<file path="config.mk">
export PLATFORM = sky130hd
export DESIGN_NAME = biquad_mult_sched_flat
export DESIGN_NICKNAME = d
export VERILOG_FILES = /design/src/rtl/biquad_pkg.sv /design/src/rtl/biquad_mult_sched_if.sv /design/src/rtl/biquad_rr_arb.sv /design/src/rtl/biquad_mult_sched.sv /design/src/flat_wrapper.sv
export SDC_FILE = /design/constraint.sdc
export NUM_CORES = 1
export LEC_CHECK = 0
export ABC_CLOCK_PERIOD_IN_PS = 13350
export BUFFER_PORTS_ARGS = -buffer_cell sky130_fd_sc_hd__buf_2
export CORE_UTILIZATION = 40
export DETAILED_ROUTE_END_ITERATION = 10
export HOLD_SLACK_MARGIN = 0.06
export PLACE_DENSITY = 0.67
export SYNTH_ARGS = -nofsm -noshare
export SYNTH_HDL_FRONTEND = slang
export SYNTH_HIERARCHICAL = 1
export SYNTH_SLANG_ARGS = --single-unit
</file>
<file path="constraint.sdc">
create_clock -name clk -period 13.35 [get_ports clk]
set_input_delay 0.6675 -clock clk [delete_from_list [all_inputs] [get_ports clk]]
set_output_delay 0.6675 -clock clk [all_outputs]
set_load 0.005 [all_outputs]
</file>
<file path="src/rtl/biquad_pkg.sv">
// rtl/biquad_pkg.sv - shared widths, tap indices and scheduler state encoding for the biquad multiplier scheduler
// Optional build macro: BIQUAD_MULT_SCHED_PRIO0_EN (consumed by biquad_rr_arb).
package biquad_pkg;

    localparam int A_W          = 9;
    localparam int B_W          = 13;
    localparam int P_W          = A_W + B_W;
    localparam int MULT_LAT     = 5;
    localparam int NREQ_DEFAULT = 5;

    // Requester index of each coefficient tap.
    localparam int TAP_B0 = 0;
    localparam int TAP_B1 = 1;
    localparam int TAP_B2 = 2;
    localparam int TAP_A1 = 3;
    localparam int TAP_A2 = 4;

    typedef enum logic [1:0] {
        ST_IDLE  = 2'd0,
        ST_RUN   = 2'd1,
        ST_DRAIN = 2'd2
    } sched_state_e;

endpackage

</file>
<file path="src/rtl/biquad_mult_sched_if.sv">
// rtl/biquad_mult_sched_if.sv - requester, control and multiplier bus of the biquad multiplier scheduler
// Requester side: req, op_a, op_b (packed, requester i at [i*W +: W]), gnt, rsp_valid, rsp_p.
// Control: halt, idle.  Multiplier side: mult_a, mult_b, mult_en, mult_p.
// slave = scheduler view, master = requesters/multiplier view.
interface biquad_mult_sched_if
    import biquad_pkg::*;
#(
    parameter int NREQ = NREQ_DEFAULT
) ();

    logic [NREQ-1:0]     req;
    logic [NREQ*A_W-1:0] op_a;
    logic [NREQ*B_W-1:0] op_b;
    logic [NREQ-1:0]     gnt;
    logic                halt;
    logic                idle;
    logic [NREQ-1:0]     rsp_valid;
    logic [P_W-1:0]      rsp_p;
    logic [A_W-1:0]      mult_a;
    logic [B_W-1:0]      mult_b;
    logic                mult_en;
    logic [P_W-1:0]      mult_p;

    modport slave (
        input  req, op_a, op_b, halt, mult_p,
        output gnt, idle, rsp_valid, rsp_p, mult_a, mult_b, mult_en
    );

    modport master (
        output req, op_a, op_b, halt, mult_p,
        input  gnt, idle, rsp_valid, rsp_p, mult_a, mult_b, mult_en
    );

endinterface

</file>
<file path="src/rtl/biquad_rr_arb.sv">
// rtl/biquad_rr_arb.sv - round-robin picker with pointer, one-hot grant and grant index
// Ports: clk, rst_n (async active-low), en (grant allowed), req[NREQ],
//        gnt[NREQ] one-hot, idx winner index, any (a grant was issued).
// Macro BIQUAD_MULT_SCHED_PRIO0_EN: requester 0 wins outright and leaves the pointer alone;
// the remaining requesters rotate among themselves.
module biquad_rr_arb #(
    parameter int NREQ  = 5,
    parameter int TAG_W = $clog2(NREQ)
) (
    input  logic             clk,
    input  logic             rst_n,
    input  logic             en,
    input  logic [NREQ-1:0]  req,
    output logic [NREQ-1:0]  gnt,
    output logic [TAG_W-1:0] idx,
    output logic             any
);

    logic [TAG_W-1:0] ptr_q, ptr_d;
    logic [NREQ-1:0]  rr_req;
    logic             rr_hit;
    logic [TAG_W-1:0] rr_idx;
    logic             hit;
    logic             move;
    logic [TAG_W-1:0] sel;
    int               cand;

    always_comb begin
        rr_req = req;
`ifdef BIQUAD_MULT_SCHED_PRIO0_EN
        rr_req[0] = 1'b0;
`endif
        rr_hit = 1'b0;
        rr_idx = '0;
        cand   = 0;
        // Search ptr+1, ptr+2, ... with wrap; the first requester found wins.
        for (int off = 1; off <= NREQ; off++) begin
            cand = int'(ptr_q) + off;
            if (cand >= NREQ) begin
                cand = cand - NREQ;
            end
            if (!rr_hit && rr_req[cand[TAG_W-1:0]]) begin
                rr_hit = 1'b1;
                rr_idx = cand[TAG_W-1:0];
            end
        end

        hit  = rr_hit;
        sel  = rr_idx;
        move = rr_hit;
`ifdef BIQUAD_MULT_SCHED_PRIO0_EN
        if (req[0]) begin
            hit  = 1'b1;
            sel  = '0;
            move = 1'b0;
        end
`endif

        gnt   = '0;
        ptr_d = ptr_q;
        if (en && hit) begin
            gnt[sel] = 1'b1;
            if (move) begin
                ptr_d = sel;
            end
        end
        any = en & hit;
        idx = any ? sel : '0;
    end

    // Pointer starts at NREQ-1 so requester 0 is first in line after reset.
    always_ff @(posedge clk or negedge rst_n) begin
        if (!rst_n) begin
            ptr_q <= TAG_W'(NREQ - 1);
        end else begin
            ptr_q <= ptr_d;
        end
    end

endmodule

</file>
<file path="src/rtl/biquad_mult_sched.sv">
// rtl/biquad_mult_sched.sv - shares one pipelined 9x13 multiplier among the biquad tap requesters
// Ports: clk, rst_n (async active-low), bus (biquad_mult_sched_if.slave):
//   req/op_a/op_b in, gnt out (combinational), halt in, idle out,
//   rsp_valid/rsp_p out (combinational from last tag stage), mult_a/mult_b/mult_en out, mult_p in.
// Macro BIQUAD_MULT_SCHED_PRIO0_EN: requester 0 has absolute priority (see biquad_rr_arb).
module biquad_mult_sched
    import biquad_pkg::*;
#(
    parameter int NREQ  = NREQ_DEFAULT,
    parameter int TAG_W = $clog2(NREQ)
) (
    input  logic                clk,
    input  logic                rst_n,
    biquad_mult_sched_if.slave  bus
);

    sched_state_e                 state_q, state_d;
    logic [MULT_LAT:0]            tag_v_q, tag_v_d;
    logic [MULT_LAT:0][TAG_W-1:0] tag_idx_q, tag_idx_d;
    logic [A_W-1:0]               mult_a_q, mult_a_d;
    logic [B_W-1:0]               mult_b_q, mult_b_d;

    logic                         grant_en;
    logic [NREQ-1:0]              arb_gnt;
    logic [TAG_W-1:0]             arb_idx;
    logic                         arb_any;
    logic                         mult_en;
    logic                         pipe_empty_next;
    logic [NREQ-1:0]              rsp_valid;
    logic [P_W-1:0]               rsp_p;

    assign grant_en = ~bus.halt & (state_q != ST_DRAIN);

    biquad_rr_arb #(
        .NREQ  (NREQ),
        .TAG_W (TAG_W)
    ) u_arb (
        .clk   (clk),
        .rst_n (rst_n),
        .en    (grant_en),
        .req   (bus.req),
        .gnt   (arb_gnt),
        .idx   (arb_idx),
        .any   (arb_any)
    );

    // Tag shadow pipe tracks the multiplier stage for stage; it advances only
    // when the multiplier is enabled, which is whenever any tag is in flight.
    // Stage 0 loads every cycle: when the pipe is empty nothing is lost.
    always_comb begin
        mult_en   = |tag_v_q;
        tag_v_d   = tag_v_q;
        tag_idx_d = tag_idx_q;
        if (mult_en) begin
            for (int k = MULT_LAT; k >= 1; k--) begin
                tag_v_d[k]   = tag_v_q[k-1];
                tag_idx_d[k] = tag_idx_q[k-1];
            end
        end
        tag_v_d[0]   = arb_any;
        tag_idx_d[0] = arb_any ? arb_idx : '0;

        mult_a_d = mult_a_q;
        mult_b_d = mult_b_q;
        if (arb_any) begin
            mult_a_d = bus.op_a[int'(arb_idx)*A_W +: A_W];
            mult_b_d = bus.op_b[int'(arb_idx)*B_W +: B_W];
        end
    end

    // Pipe is empty next cycle when nothing below the last stage is valid and
    // nothing is issued now; this lets idle rise the cycle after the last product.
    assign pipe_empty_next = ~|tag_v_q[MULT_LAT-1:0] & ~arb_any;

    always_comb begin
        state_d = state_q;
        case (state_q)
            ST_IDLE: begin
                if (arb_any) begin
                    state_d = ST_RUN;
                end
            end
            ST_RUN: begin
                if (bus.halt) begin
                    state_d = pipe_empty_next ? ST_IDLE : ST_DRAIN;
                end else if (pipe_empty_next && ~|bus.req) begin
                    state_d = ST_IDLE;
                end
            end
            ST_DRAIN: begin
                if (pipe_empty_next) begin
                    state_d = ST_IDLE;
                end
            end
            default: state_d = ST_IDLE;
        endcase
    end

    always_ff @(posedge clk or negedge rst_n) begin
        if (!rst_n) begin
            state_q   <= ST_IDLE;
            tag_v_q   <= '0;
            tag_idx_q <= '0;
            mult_a_q  <= '0;
            mult_b_q  <= '0;
        end else begin
            state_q   <= state_d;
            tag_v_q   <= tag_v_d;
            tag_idx_q <= tag_idx_d;
            mult_a_q  <= mult_a_d;
            mult_b_q  <= mult_b_d;
        end
    end

    always_comb begin
        rsp_valid = '0;
        rsp_p     = '0;
        if (tag_v_q[MULT_LAT]) begin
            rsp_valid[tag_idx_q[MULT_LAT]] = 1'b1;
            rsp_p                          = bus.mult_p;
        end
    end

    assign bus.gnt       = arb_gnt;
    assign bus.idle      = (state_q == ST_IDLE) & ~arb_any;
    assign bus.rsp_valid = rsp_valid;
    assign bus.rsp_p     = rsp_p;
    assign bus.mult_a    = mult_a_q;
    assign bus.mult_b    = mult_b_q;
    assign bus.mult_en   = mult_en;

endmodule
</file>
<file path="src/flat_wrapper.sv">
// flat-port wrapper written by rule: the top's interface ports become plain ports
module biquad_mult_sched_flat import biquad_pkg::*;
#(
    parameter int NREQ  = NREQ_DEFAULT,
    parameter int TAG_W = $clog2(NREQ)
)
  (clk, rst_n, bus_req, bus_op_a, bus_op_b, bus_halt, bus_mult_p, bus_gnt, bus_idle, bus_rsp_valid, bus_rsp_p, bus_mult_a, bus_mult_b, bus_mult_en);
  biquad_mult_sched_if #(.NREQ(NREQ)) bus_i ();
  input  logic clk;
  input  logic rst_n;
  input wire logic [$bits(bus_i.req)-1:0] bus_req;
  input wire logic [$bits(bus_i.op_a)-1:0] bus_op_a;
  input wire logic [$bits(bus_i.op_b)-1:0] bus_op_b;
  input wire logic [$bits(bus_i.halt)-1:0] bus_halt;
  input wire logic [$bits(bus_i.mult_p)-1:0] bus_mult_p;
  output wire logic [$bits(bus_i.gnt)-1:0] bus_gnt;
  output wire logic [$bits(bus_i.idle)-1:0] bus_idle;
  output wire logic [$bits(bus_i.rsp_valid)-1:0] bus_rsp_valid;
  output wire logic [$bits(bus_i.rsp_p)-1:0] bus_rsp_p;
  output wire logic [$bits(bus_i.mult_a)-1:0] bus_mult_a;
  output wire logic [$bits(bus_i.mult_b)-1:0] bus_mult_b;
  output wire logic [$bits(bus_i.mult_en)-1:0] bus_mult_en;
  assign bus_i.req = bus_req;
  assign bus_i.op_a = bus_op_a;
  assign bus_i.op_b = bus_op_b;
  assign bus_i.halt = bus_halt;
  assign bus_i.mult_p = bus_mult_p;
  assign bus_gnt = bus_i.gnt;
  assign bus_idle = bus_i.idle;
  assign bus_rsp_valid = bus_i.rsp_valid;
  assign bus_rsp_p = bus_i.rsp_p;
  assign bus_mult_a = bus_i.mult_a;
  assign bus_mult_b = bus_i.mult_b;
  assign bus_mult_en = bus_i.mult_en;
  biquad_mult_sched #(.NREQ(NREQ), .TAG_W(TAG_W)) u_core (.clk(clk), .rst_n(rst_n), .bus(bus_i));
endmodule
</file>
# --- After elaboration in Yosys (flattened, before gate mapping) ---
# Index checks and enable logic that the tools add are counted.
totals:
  ff_bits: 51
  input_bits: 140
  out_inout_bits: 56
  word_cells: 112
classes:
  addsub: 10
  n_mul: 2
  order_cmp: 14
  eq_ne: 6
  n_shift: 2
  mux: 40
  bitwise: 6
  n_reduce_logical: 20
op_table:
  columns: ["cell", "n"]
  rows:
  - ["$shiftx 65x32->13", 1]
  - ["$shiftx 45x32->9", 1]
  - ["$mux 3", 12]
  - ["$lt 3x4->1 const B", 7]
  - ["$mux 22", 1]
  - ["$ge 4x3->1 const B", 5]
  - ["$bmux 1 s3", 5]
  - ["$sub 3x3->3 const B", 5]
  - ["$mul 3x4->7 const B", 2]
  - ["$mux 1", 12]
  - ["$mux 2", 5]
  - ["$mux 5", 2]
  - ["$reduce_or 5->1", 2]
  - ["$add 3x2->4 const B", 2]
  - ["$add 3x3->4 const B", 2]
  - ["$logic_and 1x1->1", 8]
  - ["$demux 1 s3", 2]
  - ["$ge 3x1->1 const B", 2]
  - ["$logic_not 1->1", 6]
  - ["$pmux 2 s3", 1]
  - ["$reduce_or 6->1", 1]
  - ["$add 3x1->4 const B", 1]
  - ["$and 1x1->1", 4]
  - ["$ne 2x1->1 const B", 2]
  - ["other kinds (8)", 9]

# --- Depth between registers and ports, before layout ---
depth:
  depth_word: 25
  ltp_mapped: 20
  depth_no_buf: 16

# --- By module ---
# The synthesis kept the hierarchy.
by_module_without_submodules:
  columns: ["module", "instances", "cells_each", "area_each_um2", "seq_area_each_um2"]
  rows:
  - ["biquad_mult_sched", 1, 320, 3001.6, 1201.2]
  - ["biquad_rr_arb", 1, 176, 1302.5, 76.3]

# --- Least setup slack after synthesis ---
# Ideal clock, no wire load.
synth_path:
  path_type: "reg2out"
  start: "register u_core.u_arb.ptr_q[0]"
  end: "output bus_idle"
  t_arrival_ns: 3.709
  t_required_ns: 12.682
  setup_slack_ns: 8.974
  path_stages_with_launch: 15
  n_path_buf: 5
  cell_sequence: "dfrtp_1 buf_2 inv_1 clkbuf_1 ha_1 clkbuf_1 clkinv_1 xnor2_1 mux2i_1 or3b_4 o41ai_4 inv_2 clkbuf_1 clkbuf_1 nor3_1"
synth_via:
  elab_chain_cells: 21
  elab_cells_between_ends: 46
  classes_between: "10 x add/sub; 5 x order compare; 20 x mux; 3 x bitwise; 8 x reduce/logical"
synth_lines:
  columns: ["element", "line", "text"]
  rows:
  - ["from (decl)", "biquad_rr_arb.sv:19", "logic [TAG_W-1:0] ptr_q, ptr_d;"]
  - ["from (signal assigned)", "biquad_rr_arb.sv:74", "ptr_q <= TAG_W'(NREQ - 1);"]
  - ["from (signal assigned)", "biquad_rr_arb.sv:76", "ptr_q <= ptr_d;"]
  - ["$add 3x1->4", "biquad_rr_arb.sv:38", "cand = int'(ptr_q) + off;"]
  - ["$ge 4x3->1 or $sub 3x3->3 (tied branches)", "biquad_rr_arb.sv:39, biquad_rr_arb.sv:40", null]
  - ["$mux 3", "biquad_rr_arb.sv:39", "if (cand >= NREQ) begin"]
  - ["$bmux 1 s3", "biquad_rr_arb.sv:42", "if (!rr_hit && rr_req[cand[TAG_W-1:0]]) begin"]
  - ["$mux 1 (not written as such)", "biquad_rr_arb.sv:42", null]
  - ["$mux 1", "biquad_rr_arb.sv:42", null]
  - ["$logic_not 1->1", "biquad_rr_arb.sv:42", null]
  - ["$logic_and 1x1->1", "biquad_rr_arb.sv:42", null]
  - ["[... 6 more ...]", null, null]
  - ["$mux 1", "biquad_rr_arb.sv:42", null]
  - ["$logic_not 1->1", "biquad_rr_arb.sv:42", null]
  - ["$logic_and 1x1->1", "biquad_rr_arb.sv:42", null]
  - ["$mux 1 (*)", "biquad_rr_arb.sv:42", null]
  - ["$and 1x1->1 (*)", "biquad_rr_arb.sv:67", "any = en & hit;"]
  - ["net u_core.arb_any", "biquad_mult_sched.sv:26", "logic arb_any;"]
  - ["$not 1->1 (*)", "biquad_mult_sched.sv:125", "assign bus.idle = (state_q == ST_IDLE) & ~arb_any;"]
  - ["$and 1x1->1 (*)", "biquad_mult_sched.sv:125", null]
  - ["to (decl)", "flat_wrapper.sv:17", "output wire logic [$bits(bus_i.idle)-1:0] bus_idle;"]
# Mark *: on every way through the listed nets, which the timed path passes. The rest lies on a longest branch. The select of a mux whose other input is x is not followed.

# --- Worst setup path after layout ---
layout_path:
  start: "register u_core.u_arb.ptr_q[0]"
  end: "output bus_gnt[2]"
layout_via:
  elab_chain_cells: 23
  elab_cells_between_ends: 55
  classes_between: "10 x add/sub; 7 x order compare; 28 x mux; 10 x reduce/logical"
layout_lines:
  columns: ["element", "line", "text"]
  rows:
  - ["$add 3x1->4", "biquad_rr_arb.sv:38", null]
  - ["$ge 4x3->1 or $sub 3x3->3 (tied branches)", "biquad_rr_arb.sv:39, biquad_rr_arb.sv:40", null]
  - ["$mux 3", "biquad_rr_arb.sv:39", null]
  - ["$bmux 1 s3", "biquad_rr_arb.sv:42", null]
  - ["$mux 1 (not written as such)", "biquad_rr_arb.sv:42", null]
  - ["$mux 1", "biquad_rr_arb.sv:42", null]
  - ["$logic_not 1->1", "biquad_rr_arb.sv:42", null]
  - ["$logic_and 1x1->1", "biquad_rr_arb.sv:42", null]
  - ["[... 7 more ...]", null, null]
  - ["$logic_not 1->1", "biquad_rr_arb.sv:42", null]
  - ["$logic_and 1x1->1", "biquad_rr_arb.sv:42", null]
  - ["$mux 3", "biquad_rr_arb.sv:42", null]
  - ["$lt 3x4->1 (not written as such) or $ge 3x1->1 (tied branches)", "biquad_rr_arb.sv:62", "gnt[sel] = 1'b1;"]
  - ["$logic_and 1x1->1 (not written as such)", "biquad_rr_arb.sv:62", null]
  - ["$mux 1 (not written as such)", "biquad_rr_arb.sv:62", null]
  - ["$demux 1 s3", "biquad_rr_arb.sv:62", null]
  - ["$mux 5 (*)", "biquad_rr_arb.sv:61", "if (en && hit) begin"]
  - ["to (decl)", "flat_wrapper.sv:16", "output wire logic [$bits(bus_i.gnt)-1:0] bus_gnt;"]
# Every way passes the cells marked *; elsewhere a longest branch is shown, timed or not. The select of a mux whose other input is x is not followed.

==> summary.txt <==
Outcome: finished, final reports clean
# hold bufs at CTS: 0
Syn-to-layout area delta: 25.49%
Sink Count: 51
Post-synthesis async set-or-reset flop share: 100.0%
CTS HTree Levels: 2
Cell taking the most area after synthesis: dfrtp_1
Net count, final: 814
Worst setup SP type: flip-flop
Relative slew margins: 26.35%
Post-CTS Setup Bufs: 0
Pin count of the biggest net entering global routing: 68
Crit-path leading delay family: buffers and inverters
Sequential-to-total area share from yosys stat: 29.68%
Clk_skew: 0.01193 ns
Final period util: 42.53%
DR pass1 iterations: 4
Syn avg cell area: 8.678 um2
Reg clk slew, reported paths: 0.10 ns
Total length of routed wires: 11,770 um
Drt drc: 0
Placed Instances: 792
F_max: 176.1 MHz
Vias: 4,232
CP Buf/Inv Count: 5
Layout cell share with drive strength beyond 1: 42.02%
Synth Cell Area: 0.004304 mm2
Final setup fails: 0
HPWL after DPL: 8936 um
EDFF count, synth: 0
Critical path class: reg -> out
Min-delay worst type: reg -> reg
Setup crit end kind: primary output
Worst slew pin tran: 1.105 ns
Global-route wire length before repair: 19,110 um
Worst path cell trace: buf_4 > inv_1 > ha_1 > clkinv_1 > xnor2_1 > mux2i_1 > or3b_4 > o41ai_4 > inv_2 > and3_1 > buf_2
Slowest-stage cell, CP: ha_1
Yosys reg bits: 51
Starting Density: 41.51%
CTS tree: built
Row cnt: 37
Setup TNS: 0 ns
Die width: 105.7 um
Antenna Nets Post-Route: 0
Post-synth top area share: 29.07%
Top FF cell, synth: dfrtp_1
Filler cell count: 1,005
Input/output buffers: 195
Syn Nets: 647
Die area: 0.01118 mm2
Routed WL per cell: 14.71 um
Core box area: 0.01037 mm2
Synth unique cells: 65
Slew Viols, Final: 0
Vias in the first global route: 4,044
PD cells: 294.8 mW/mm2
Area contributors post-synth: dfrtp_1 (29%), mux2_2 (13%), nand2b_1 (4.2%)
Grt ovf: 0
Gpl congestion: 0.8012
Number of DRC markers in iteration 0: 195
RSZ-0062 raised after global routing: false
Slowest Stage Delay on Critical Path: 0.73 ns
Pleak: 2.618 nW
Worst EP arrival: 5.01 ns
Io pins: 196
Inserted Clock Buffers: 5
Antenna diode count: 0
CP Data Required Time: 12.68 ns
Worst Path Max Fanout: 58
Tot GR Track Use: 20.95%
Synth Warn #: 6
Post-layout min period: 5.678 ns
Syn Inst Count: 496
Clk root buf: clkbuf_8
Post-route insts no fill: 800
Initial antenna violation count: 0
PostCTS Resize Cnt: 0
Latest clock arrival within the worst-skew pair: 0.30 ns
Clock Tree Buf Depth: 2
Die height: 105.7 um
Hold Fails Final Rpt: 0
Max-Cap Viols: 0
Via density: 5.290
Max VDD drop: 0.1320 mV
## power by group
group | internal [mW] | switching, mW
clock | 0.0385 | 0.0521
combinational | 0.527 | 0.698
sequential | 0.222 | 0.0540
## flip-flops by register name (all words and copies together) (netlist names)
| name | count |
|---|---|
| u_core/tag_idx_q | 18 |
| u_core/bus.mult_b | 13 |
| u_core/bus.mult_a | 9 |
| u_core/tag_v_q | 6 |
| u_core/u_arb/ptr_q | 3 |
| u_core/state_q | 2 |
## layout make-up
type / instances / area [um2] / share of cell area, %
Sequential cell: 51 / 1277 / 23.65
Multi-Input combinational cell: 394 / 2810 / 52.03
Clock buffer: 5 / 68.82 / 1.274
Clock inverter: 3 / 27.53 / 0.5096
Tap cell: 136 / 170.2 / 3.150
Inverter: 13 / 48.80 / 0.9034
Timing Repair Buffer: 198 / 998.5 / 18.49
## layer usage
metal	GRT usage, %	part of all wire [%]
met2	37.39	49
met4	5.952	1.4
met3	2.597	6.3
met1	26.36	43
met5	0	0
## synthesized netlist by cell type (all sizes together) (4+ instances only)
cell / number
xnor2: 5
mux2: 60
o211ai: 4
inv: 12
nand2: 38
nor2b: 11
mux2i: 8
buf: 16
dfrtp: 50
nor3: 11
ha: 10
nand2b: 29
clkbuf: 22
o21ai: 35
a31oi: 24
and2: 29
nor2: 40
a21oi: 35
## logic make-up (layout without fill, tap and decap cells)
| kind of cell | after synthesis | after routing | synth area share [%] |
|---|---|---|---|
| buf+inv | 51 | 219 | 5.203 |
| fa+ha+maj | 11 | 11 | 3.372 |
| xor+xnor | 5 | 5 | 1.017 |
| compound gates | 129 | 129 | 19.45 |
| simple gates | 180 | 180 | 22.41 |
| mux | 69 | 69 | 18.87 |
| flops | 51 | 51 | 29.68 |
## placed cells by master, fill, tap and decap left out, types with 8 or more instances in the layout
cell,count
a21oi_1,34
a31oi_1,24
and2_1,28
buf_2,195
dfrtp_1,50
ha_1,10
inv_1,11
mux2_2,50
mux2_4,9
mux2i_1,8
nand2_1,37
nand2b_1,29
nor2_1,39
nor2b_1,11
nor3_1,11
o21ai_0,28
## final timing paths
check,start,end,slack (ns),cells after the start
setup / recovery,u_core/u_arb/ptr_q[0]$_DFFE_PN0P_,bus_gnt[2],7.67,11
hold / removal,u_core/tag_v_q[4]$_DFFE_PN0P_,u_core/tag_v_q[5]$_DFFE_PN0P_,0.44,0
setup reg to reg,u_core/u_arb/ptr_q[0]$_DFFE_PN0P_,u_core/bus.mult_a[3]$_DFFE_PN0P_,7.68,15
hold reg to reg,u_core/tag_v_q[4]$_DFFE_PN0P_,u_core/tag_v_q[5]$_DFFE_PN0P_,0.44,0
max in group asynchronous,rst_n,u_core/bus.mult_b[3]$_DFFE_PN0P_,12.10,1
min in group asynchronous,rst_n,u_core/tag_idx_q[17]$_DFFE_PN0P_,0.57,1
## per-stage QoR
step / hold slack (ns) / power (mW) / setup WS (ns) / utilization (%) / area [um2]
after detailed placement: 0.4061 / 1.504 / 7.716 / 51.16 / 5305
after floorplan: 0.3719 / 1.209 / 8.974 / - / 4304
after global placement: 0.3977 / 1.485 / 7.944 / 51.16 / 5305
after CTS: 0.4274 / 1.598 / 7.679 / 52.09 / 5401
after global routing: 0.4402 / 1.750 / 7.161 / 52.09 / 5401
final: 0.4379 / 1.592 / 7.672 / 52.09 / 5401
Note: power is estimated with default switching activity, not from simulation.
